**src/rtl/upsampler_cfg_loader_if.sv**
```systemverilog
// Valid/ready word stream that feeds configuration words into the loader.
// The producer uses the master side and the loader uses the slave side.
interface upsampler_cfg_loader_if #(
    parameter int S_DW = 64
);
    logic            s_valid;
    logic            s_ready;
    logic [S_DW-1:0] s_data;

    modport master (output s_valid, output s_data, input s_ready);
    modport slave  (input s_valid, input s_data, output s_ready);
endinterface

```
**src/rtl/upsampler_cfg_loader.sv**
```systemverilog
// Boot-time loader: streams words into the coefficient, vector-header and program RAMs in order,
// holds init while loading and pulses done once the core may run.
module upsampler_cfg_loader #(
    parameter int COE_AW  = 12,
    parameter int COE_DW  = 32,
    parameter int VECH_AW = 6,
    parameter int VECH_DW = 57,
    parameter int PROG_AW = 10,
    parameter int PROG_DW = 6,
    parameter int S_DW    = 64
) (
    input  logic                 clk,
    input  logic                 rst,
    input  logic                 start,
    input  logic                 abort,
    input  logic [COE_AW:0]      n_coe,
    input  logic [VECH_AW:0]     n_vech,
    input  logic [PROG_AW:0]     n_prog,
    upsampler_cfg_loader_if.slave s,
    input  logic                 en_i,
    output logic                 core_en,
    output logic                 init,
    output logic                 coe_we,
    output logic [COE_AW-1:0]    coe_addr,
    output logic [COE_DW-1:0]    coe_wdata,
    output logic                 vech_we,
    output logic [VECH_AW-1:0]   vech_addr,
    output logic [VECH_DW-1:0]   vech_wdata,
    output logic                 prog_we,
    output logic [PROG_AW-1:0]   prog_addr,
    output logic [PROG_DW-1:0]   prog_wdata,
    output logic                 busy,
    output logic                 done,
    output logic                 cfg_err
);
    localparam int MAX_AW = (COE_AW > VECH_AW) ? ((COE_AW > PROG_AW) ? COE_AW : PROG_AW)
                                               : ((VECH_AW > PROG_AW) ? VECH_AW : PROG_AW);
    localparam int CW = MAX_AW + 1;

    typedef enum logic [2:0] {S_IDLE, S_COE, S_VECH, S_PROG, S_FLUSH, S_DONE} state_t;

    state_t               state_reg, state_next;
    logic [COE_AW:0]      n_coe_reg;
    logic [VECH_AW:0]     n_vech_reg;
    logic [PROG_AW:0]     n_prog_reg;
    logic [CW-1:0]        cnt_reg, cnt_inc, sec_len;
    logic                 in_section, hs, last, oversize;
    logic                 coe_we_reg, vech_we_reg, prog_we_reg, done_reg, cfg_err_reg;
    logic [COE_AW-1:0]    coe_addr_reg;
    logic [COE_DW-1:0]    coe_wdata_reg;
    logic [VECH_AW-1:0]   vech_addr_reg;
    logic [VECH_DW-1:0]   vech_wdata_reg;
    logic [PROG_AW-1:0]   prog_addr_reg;
    logic [PROG_DW-1:0]   prog_wdata_reg;
    logic                 unused_bits;

    // A count is oversize when its MSB is set alongside any lower bit, i.e. above 2**AW.
    assign oversize = (n_coe[COE_AW]   && (n_coe[COE_AW-1:0]   != '0)) ||
                      (n_vech[VECH_AW] && (n_vech[VECH_AW-1:0] != '0)) ||
                      (n_prog[PROG_AW] && (n_prog[PROG_AW-1:0] != '0));

    assign in_section  = (state_reg == S_COE) || (state_reg == S_VECH) || (state_reg == S_PROG);
    assign hs          = in_section && s.s_valid;
    assign cnt_inc     = cnt_reg + CW'(1);
    assign last        = (cnt_inc == sec_len);
    assign unused_bits = ^s.s_data;

    always_comb begin
        sec_len = '0;
        case (state_reg)
            S_COE:   sec_len = CW'(n_coe_reg);
            S_VECH:  sec_len = CW'(n_vech_reg);
            S_PROG:  sec_len = CW'(n_prog_reg);
            default: sec_len = '0;
        endcase
    end

    always_ff @(posedge clk or posedge rst) begin
        if (rst) state_reg <= S_IDLE;
        else     state_reg <= state_next;
    end

    always_comb begin
        state_next = state_reg;
        unique case (state_reg)
            S_IDLE:
                if (start && !oversize) begin
                    if (n_coe != '0)       state_next = S_COE;
                    else if (n_vech != '0) state_next = S_VECH;
                    else if (n_prog != '0) state_next = S_PROG;
                    else                   state_next = S_DONE;
                end
            S_COE:
                if (abort) state_next = S_IDLE;
                else if (hs && last)
                    state_next = (n_vech_reg != '0) ? S_VECH :
                                 (n_prog_reg != '0) ? S_PROG : S_FLUSH;
            S_VECH:
                if (abort) state_next = S_IDLE;
                else if (hs && last) state_next = (n_prog_reg != '0) ? S_PROG : S_FLUSH;
            S_PROG:
                if (abort) state_next = S_IDLE;
                else if (hs && last) state_next = S_FLUSH;
            S_FLUSH: state_next = abort ? S_IDLE : S_DONE;
            S_DONE:  state_next = S_IDLE;
            default: state_next = S_IDLE;
        endcase
    end

    // rst is folded into core_en so the controller is gated the instant reset asserts.
    always_comb begin
        busy      = (state_reg != S_IDLE);
        init      = (state_reg != S_IDLE);
        s.s_ready = in_section;
        core_en   = en_i && (state_reg == S_IDLE) && !rst;
    end

    always_ff @(posedge clk or posedge rst) begin
        if (rst) begin
            n_coe_reg      <= '0;
            n_vech_reg     <= '0;
            n_prog_reg     <= '0;
            cnt_reg        <= '0;
            coe_we_reg     <= 1'b0;
            vech_we_reg    <= 1'b0;
            prog_we_reg    <= 1'b0;
            done_reg       <= 1'b0;
            cfg_err_reg    <= 1'b0;
            coe_addr_reg   <= '0;
            coe_wdata_reg  <= '0;
            vech_addr_reg  <= '0;
            vech_wdata_reg <= '0;
            prog_addr_reg  <= '0;
            prog_wdata_reg <= '0;
        end else begin
            coe_we_reg  <= hs && (state_reg == S_COE);
            vech_we_reg <= hs && (state_reg == S_VECH);
            prog_we_reg <= hs && (state_reg == S_PROG);
            done_reg    <= (state_reg == S_DONE) && !abort;
            if ((state_reg == S_IDLE) && start) begin
                n_coe_reg   <= n_coe;
                n_vech_reg  <= n_vech;
                n_prog_reg  <= n_prog;
                cfg_err_reg <= oversize;
            end
            // Word index restarts at 0 for every section and whenever the load ends.
            if ((state_next == S_IDLE) || (hs && last)) cnt_reg <= '0;
            else if (hs)                                cnt_reg <= cnt_inc;
            if (hs) begin
                case (state_reg)
                    S_COE: begin
                        coe_addr_reg  <= cnt_reg[COE_AW-1:0];
                        coe_wdata_reg <= s.s_data[COE_DW-1:0];
                    end
                    S_VECH: begin
                        vech_addr_reg  <= cnt_reg[VECH_AW-1:0];
                        vech_wdata_reg <= s.s_data[VECH_DW-1:0];
                    end
                    S_PROG: begin
                        prog_addr_reg  <= cnt_reg[PROG_AW-1:0];
                        prog_wdata_reg <= s.s_data[PROG_DW-1:0];
                    end
                    default: ;
                endcase
            end
        end
    end

    assign coe_we     = coe_we_reg;
    assign coe_addr   = coe_addr_reg;
    assign coe_wdata  = coe_wdata_reg;
    assign vech_we    = vech_we_reg;
    assign vech_addr  = vech_addr_reg;
    assign vech_wdata = vech_wdata_reg;
    assign prog_we    = prog_we_reg;
    assign prog_addr  = prog_addr_reg;
    assign prog_wdata = prog_wdata_reg;
    assign done       = done_reg;
    assign cfg_err    = cfg_err_reg;
endmodule

```
**src/flat_wrapper.sv**
```systemverilog
// flat-port wrapper written by rule: the top's interface ports become plain ports
module upsampler_cfg_loader_flat 
#(
    parameter int COE_AW  = 12,
    parameter int COE_DW  = 32,
    parameter int VECH_AW = 6,
    parameter int VECH_DW = 57,
    parameter int PROG_AW = 10,
    parameter int PROG_DW = 6,
    parameter int S_DW    = 64
)
  (clk, rst, start, abort, n_coe, n_vech, n_prog, en_i, core_en, init, coe_we, coe_addr, coe_wdata, vech_we, vech_addr, vech_wdata, prog_we, prog_addr, prog_wdata, busy, done, cfg_err, s_s_valid, s_s_data, s_s_ready);
  upsampler_cfg_loader_if #(.S_DW(S_DW)) s_i ();
  input  logic clk;
  input  logic rst;
  input  logic start;
  input  logic abort;
  input  logic [COE_AW:0] n_coe;
  input  logic [VECH_AW:0] n_vech;
  input  logic [PROG_AW:0] n_prog;
  input  logic en_i;
  output logic core_en;
  output logic init;
  output logic coe_we;
  output logic [COE_AW-1:0] coe_addr;
  output logic [COE_DW-1:0] coe_wdata;
  output logic vech_we;
  output logic [VECH_AW-1:0] vech_addr;
  output logic [VECH_DW-1:0] vech_wdata;
  output logic prog_we;
  output logic [PROG_AW-1:0] prog_addr;
  output logic [PROG_DW-1:0] prog_wdata;
  output logic busy;
  output logic done;
  output logic cfg_err;
  input wire logic [$bits(s_i.s_valid)-1:0] s_s_valid;
  input wire logic [$bits(s_i.s_data)-1:0] s_s_data;
  output wire logic [$bits(s_i.s_ready)-1:0] s_s_ready;
  assign s_i.s_valid = s_s_valid;
  assign s_i.s_data = s_s_data;
  assign s_s_ready = s_i.s_ready;
  upsampler_cfg_loader #(.COE_AW(COE_AW), .COE_DW(COE_DW), .VECH_AW(VECH_AW), .VECH_DW(VECH_DW), .PROG_AW(PROG_AW), .PROG_DW(PROG_DW), .S_DW(S_DW)) u_core (.clk(clk), .rst(rst), .start(start), .abort(abort), .n_coe(n_coe), .n_vech(n_vech), .n_prog(n_prog), .s(s_i), .en_i(en_i), .core_en(core_en), .init(init), .coe_we(coe_we), .coe_addr(coe_addr), .coe_wdata(coe_wdata), .vech_we(vech_we), .vech_addr(vech_addr), .vech_wdata(vech_wdata), .prog_we(prog_we), .prog_addr(prog_addr), .prog_wdata(prog_wdata), .busy(busy), .done(done), .cfg_err(cfg_err));
endmodule
```
**config.mk**
```make
export PLATFORM = sky130hd
export DESIGN_NAME = upsampler_cfg_loader_flat
export DESIGN_NICKNAME = d
export VERILOG_FILES = /design/src/rtl/upsampler_cfg_loader_if.sv /design/src/rtl/upsampler_cfg_loader.sv /design/src/flat_wrapper.sv
export SDC_FILE = /design/constraint.sdc
export NUM_CORES = 1
export LEC_CHECK = 0
export CORE_MARGIN = 2
export CORE_UTILIZATION = 43
export DETAILED_ROUTE_END_ITERATION = 7
export PLACE_DENSITY = 0.88
export REMOVE_ABC_BUFFERS = 1
export SYNTH_ARGS = -nofsm -noshare
export SYNTH_HDL_FRONTEND = slang
export SYNTH_SLANG_ARGS = --single-unit
```
**constraint.sdc**
```tcl
create_clock -name clk -period 10.3 [get_ports clk]
set_clock_uncertainty 0.2 [all_clocks]
set_input_delay 3.09 -clock clk [delete_from_list [all_inputs] [get_ports clk]]
set_output_delay 3.09 -clock clk [all_outputs]
set_load 0.02 [all_outputs]
```
==> impl_metrics.json <==
{
  "synth_simple_gate_area_share_pct": 15.9,
  "path_class": "in2out",
  "crit_slowest_cell": "clkdlybuf4s50_1",
  "drive_gt1_share_pct": 17.8,
  "fin_nets": 993,
  "ios": 233,
  "worstPathMaxFanout": 42,
  "rsz0062_at_grt": "false",
  "cts_tree": "yes",
  "vias_per_cell": 5.14,
  "hp-class": "reg2reg",
  "die_h_um": 138,
  "max_stage_delay_ns": 0.60,
  "drt-total-wl_um": 19000,
  "finalHoldViolCount": 0,
  "first_iter_violations": 294,
  "synthMuxAreaShare_pct": 17.5,
  "cellPowerDensity_mw_per_mm2": 167,
  "place.gp.congestion": 0.820,
  "grt_use_total_pct": 20.3,
  "leakage_uw": 0.00465,
  "die_w_um": 138,
  "relSlewSlack_pct": 30.1,
  "synth_cell_type_count": 63,
  "clock_path_buffers": 2,
  "synthArstFlopShare_pct": 100,
  "largest_register_ffs": 57,
  "n_antenna_cell": 0,
  "fin_crit_sh_pct": 77.7,
  "required_ns": 7.01,
  "post_cts_buffers": 0,
  "grt_max_degree": 72,
  "synth-adder-area-share_pct": 0.162,
  "cts_hold_buf": 0,
  "htreeDepth": 4,
  "dieArea_mm2": 0.0191,
  "tightestPinTransition_ns": 1.05,
  "cp_common_cell": "clkdlybuf4s50_1",
  "antenna_found_initial": 0,
  "synth_area_per_cell_um2": 11.4,
  "r2r_cells": 8,
  "min_to": "u_core.prog_addr[7]$_DFFE_PP0P_",
  "synth-seq-cells": 175,
  "syn_inst": 680,
  "max_freq_mhz": 125,
  "dr_total_vias": 5825,
  "arrival_ns": 4.71,
  "ys_seq_area_share_pct": 56.7,
  "clk_latency_ns": 0.42,
  "endpoint_kind": "output pin",
  "clockRootBuffer": "clkbuf_16",
  "syn_to_final_growth_pct": 38.8,
  "min_period_ns": 8.00,
  "yosys_warnings": 0,
  "drtAntennaViolNets": 0,
  "synth-main-ff-cell": "dfrtp_1",
  "synth_edf_count": 0,
  "status": "completed",
  "cts-resized-gates": 0,
  "first_global_vias": 6023,
  "r2r_setup_slack_ns": 6.69,
  "worst_ir_drop_vdd_mv": 0.108,
  "synth_top_family_by_area": "multiplexers",
  "synth_xor_area_share_pct": 2.33,
  "dr.pass1.iters": 5,
  "worst_setup_path_start_kind": "input port",
  "post-route-drc-count": 0,
  "start_util_pct": 43.5,
  "dp_cells": 1101,
  "overflow": 0,
  "holdPathStages": 2,
  "fin_area_mm2": 0.0107,
  "cts.sinks": 175,
  "coreArea_mm2": 0.0178,
  "rows": 49,
  "dp_hpwl_um": 13500,
  "clk_pin_slew_ns": 0.07,
  "numCtsBuffers": 17,
  "synth-compound-area-share_pct": 4.68,
  "layout.cells.non_filler": 1133,
  "drv_slew": 0,
  "grt_pass1_wl_um": 31300,
  "reg2reg_to": "u_core.cnt_reg[1]$_DFFE_PP0P_",
  "timing.critical_path.cells": "clkdlybuf4s50_1, inv_6, and3_1, clkdlybuf4s50_1",
  "drv_cap": 0,
  "r2r_start": "u_core.state_reg[0]$_DFF_PP0_",
  "hp-start": "u_core.prog_addr[7]$_DFFE_PP0P_",
  "synth_area_mm2": 0.00773,
  "dpl_cell_area_mm2": 0.0101,
  "numPortBuffers": 225,
  "final-setup-viol-count": 0,
  "wire_per_inst_um": 16.7
}
-- Yosys cell counts (3+ instances only) --
library cell | count | area (um^2)
nor2_1 | 30 | 113
buf_2 | 11 | 55.1
dfrtp_1 | 175 | 4380
clkbuf_1 | 22 | 82.6
nor3_1 | 14 | 70.1
and2_1 | 3 | 18.8
nor4_1 | 13 | 81.3
and3_1 | 4 | 25.0
nand2_1 | 155 | 582
xnor2_1 | 10 | 87.6
mux2i_1 | 8 | 80.1
a21oi_1 | 10 | 50.1
buf_6 | 3 | 33.8
nand3_1 | 11 | 55.1
nor4b_1 | 4 | 35.0
inv_1 | 8 | 30.0
mux2_2 | 110 | 1240
nand2b_1 | 8 | 50.1
o21ai_0 | 9 | 45.0
nand4_1 | 4 | 25.0
a2111oi_0 | 3 | 26.3
a211oi_1 | 5 | 37.5
or3_1 | 3 | 18.8
xor2_1 | 8 | 70.1
-- cells by family after synthesis --
group,Yosys count
AO/OA/AOI/OAI,51
XOR/XNOR,19
adder cells (fa/ha/maj),1
buffers and inverters,47
flip-flops,175
multiplexers,120
AND/OR/NAND/NOR,267
-- power breakdown --
group / switching, uW / total (uW) / leakage [uW] / internal (uW)
combinational: 169 / 353 / 0.00210 / 184
clock: 287 / 637 / 0.000287 / 350
sequential: 42.7 / 800 / 0.00226 / 758
total: 498 / 1790 / 0.00465 / 1290
-- metrics by stage --
step	TNS [ns]	utilization, %	power, uW	setup slack (ns)	hold WS (ns)
3_3_place_gp	0	57.0	1160	2.28	0.256
3_5_place_dp	0	57.0	1170	2.27	0.260
2_1_floorplan	-0.370	-	975	-0.370	0.238
4_1_cts	0	60.3	1810	2.27	0.280
6_report	0	60.3	1790	2.30	0.275
5_1_grt	0	60.3	1870	2.16	0.300
-- cells in the final DEF, fill, tap and decap left out, types with 7 or more instances in the layout --
master           count
nor2_1              28
o21ai_0              9
mux2_2             110
a21oi_1             10
nand2b_1             8
mux2i_1              8
clkdlybuf4s50_1    225
xor2_1               8
nor4_1              13
nor3_1              14
nand3_1             11
xnor2_1             10
dfrtp_1            175
inv_6                8
nand2_1            155
clkbuf_16           17
inv_1                7
-- worst max-delay path: cells and delay by family --
family	cells	cell delay, ns
buffers and inverters	3	1.38
and+or+nand+nor	1	0.22
-- layer usage --
| metal | routed length (um) | global-route usage, % | vias to the layer above |
|---|---|---|---|
| met5 | 0 | 0 | - |
| met4 | 571 | 8.22 | 0 |
| met3 | 1030 | 4.47 | 35 |
| met2 | 9130 | 33.1 | 196 |
| met1 | 8230 | 26.5 | 2826 |
| li1 | - | - | 2768 |
-- final cells by class --
class	instances	area (um^2)
sequential	175	4380
multi-input combinational	458	3140
inverter	8	35.0
tap	229	287
fill	1467	7050
timing repair buffer	231	2300
clock inverter	13	143
clock buffer	19	443
-- worst max-delay path by stage --
stage                     from       to  slack, ns
after floorplan            rst  core_en      -0.37
after global placement     rst  core_en       2.28
after detailed placement   rst  core_en       2.27
after CTS                  rst  core_en       2.27
after global routing       rst  core_en       2.16
final                      rst  core_en       2.30
Power figures use the tool's default switching activity.
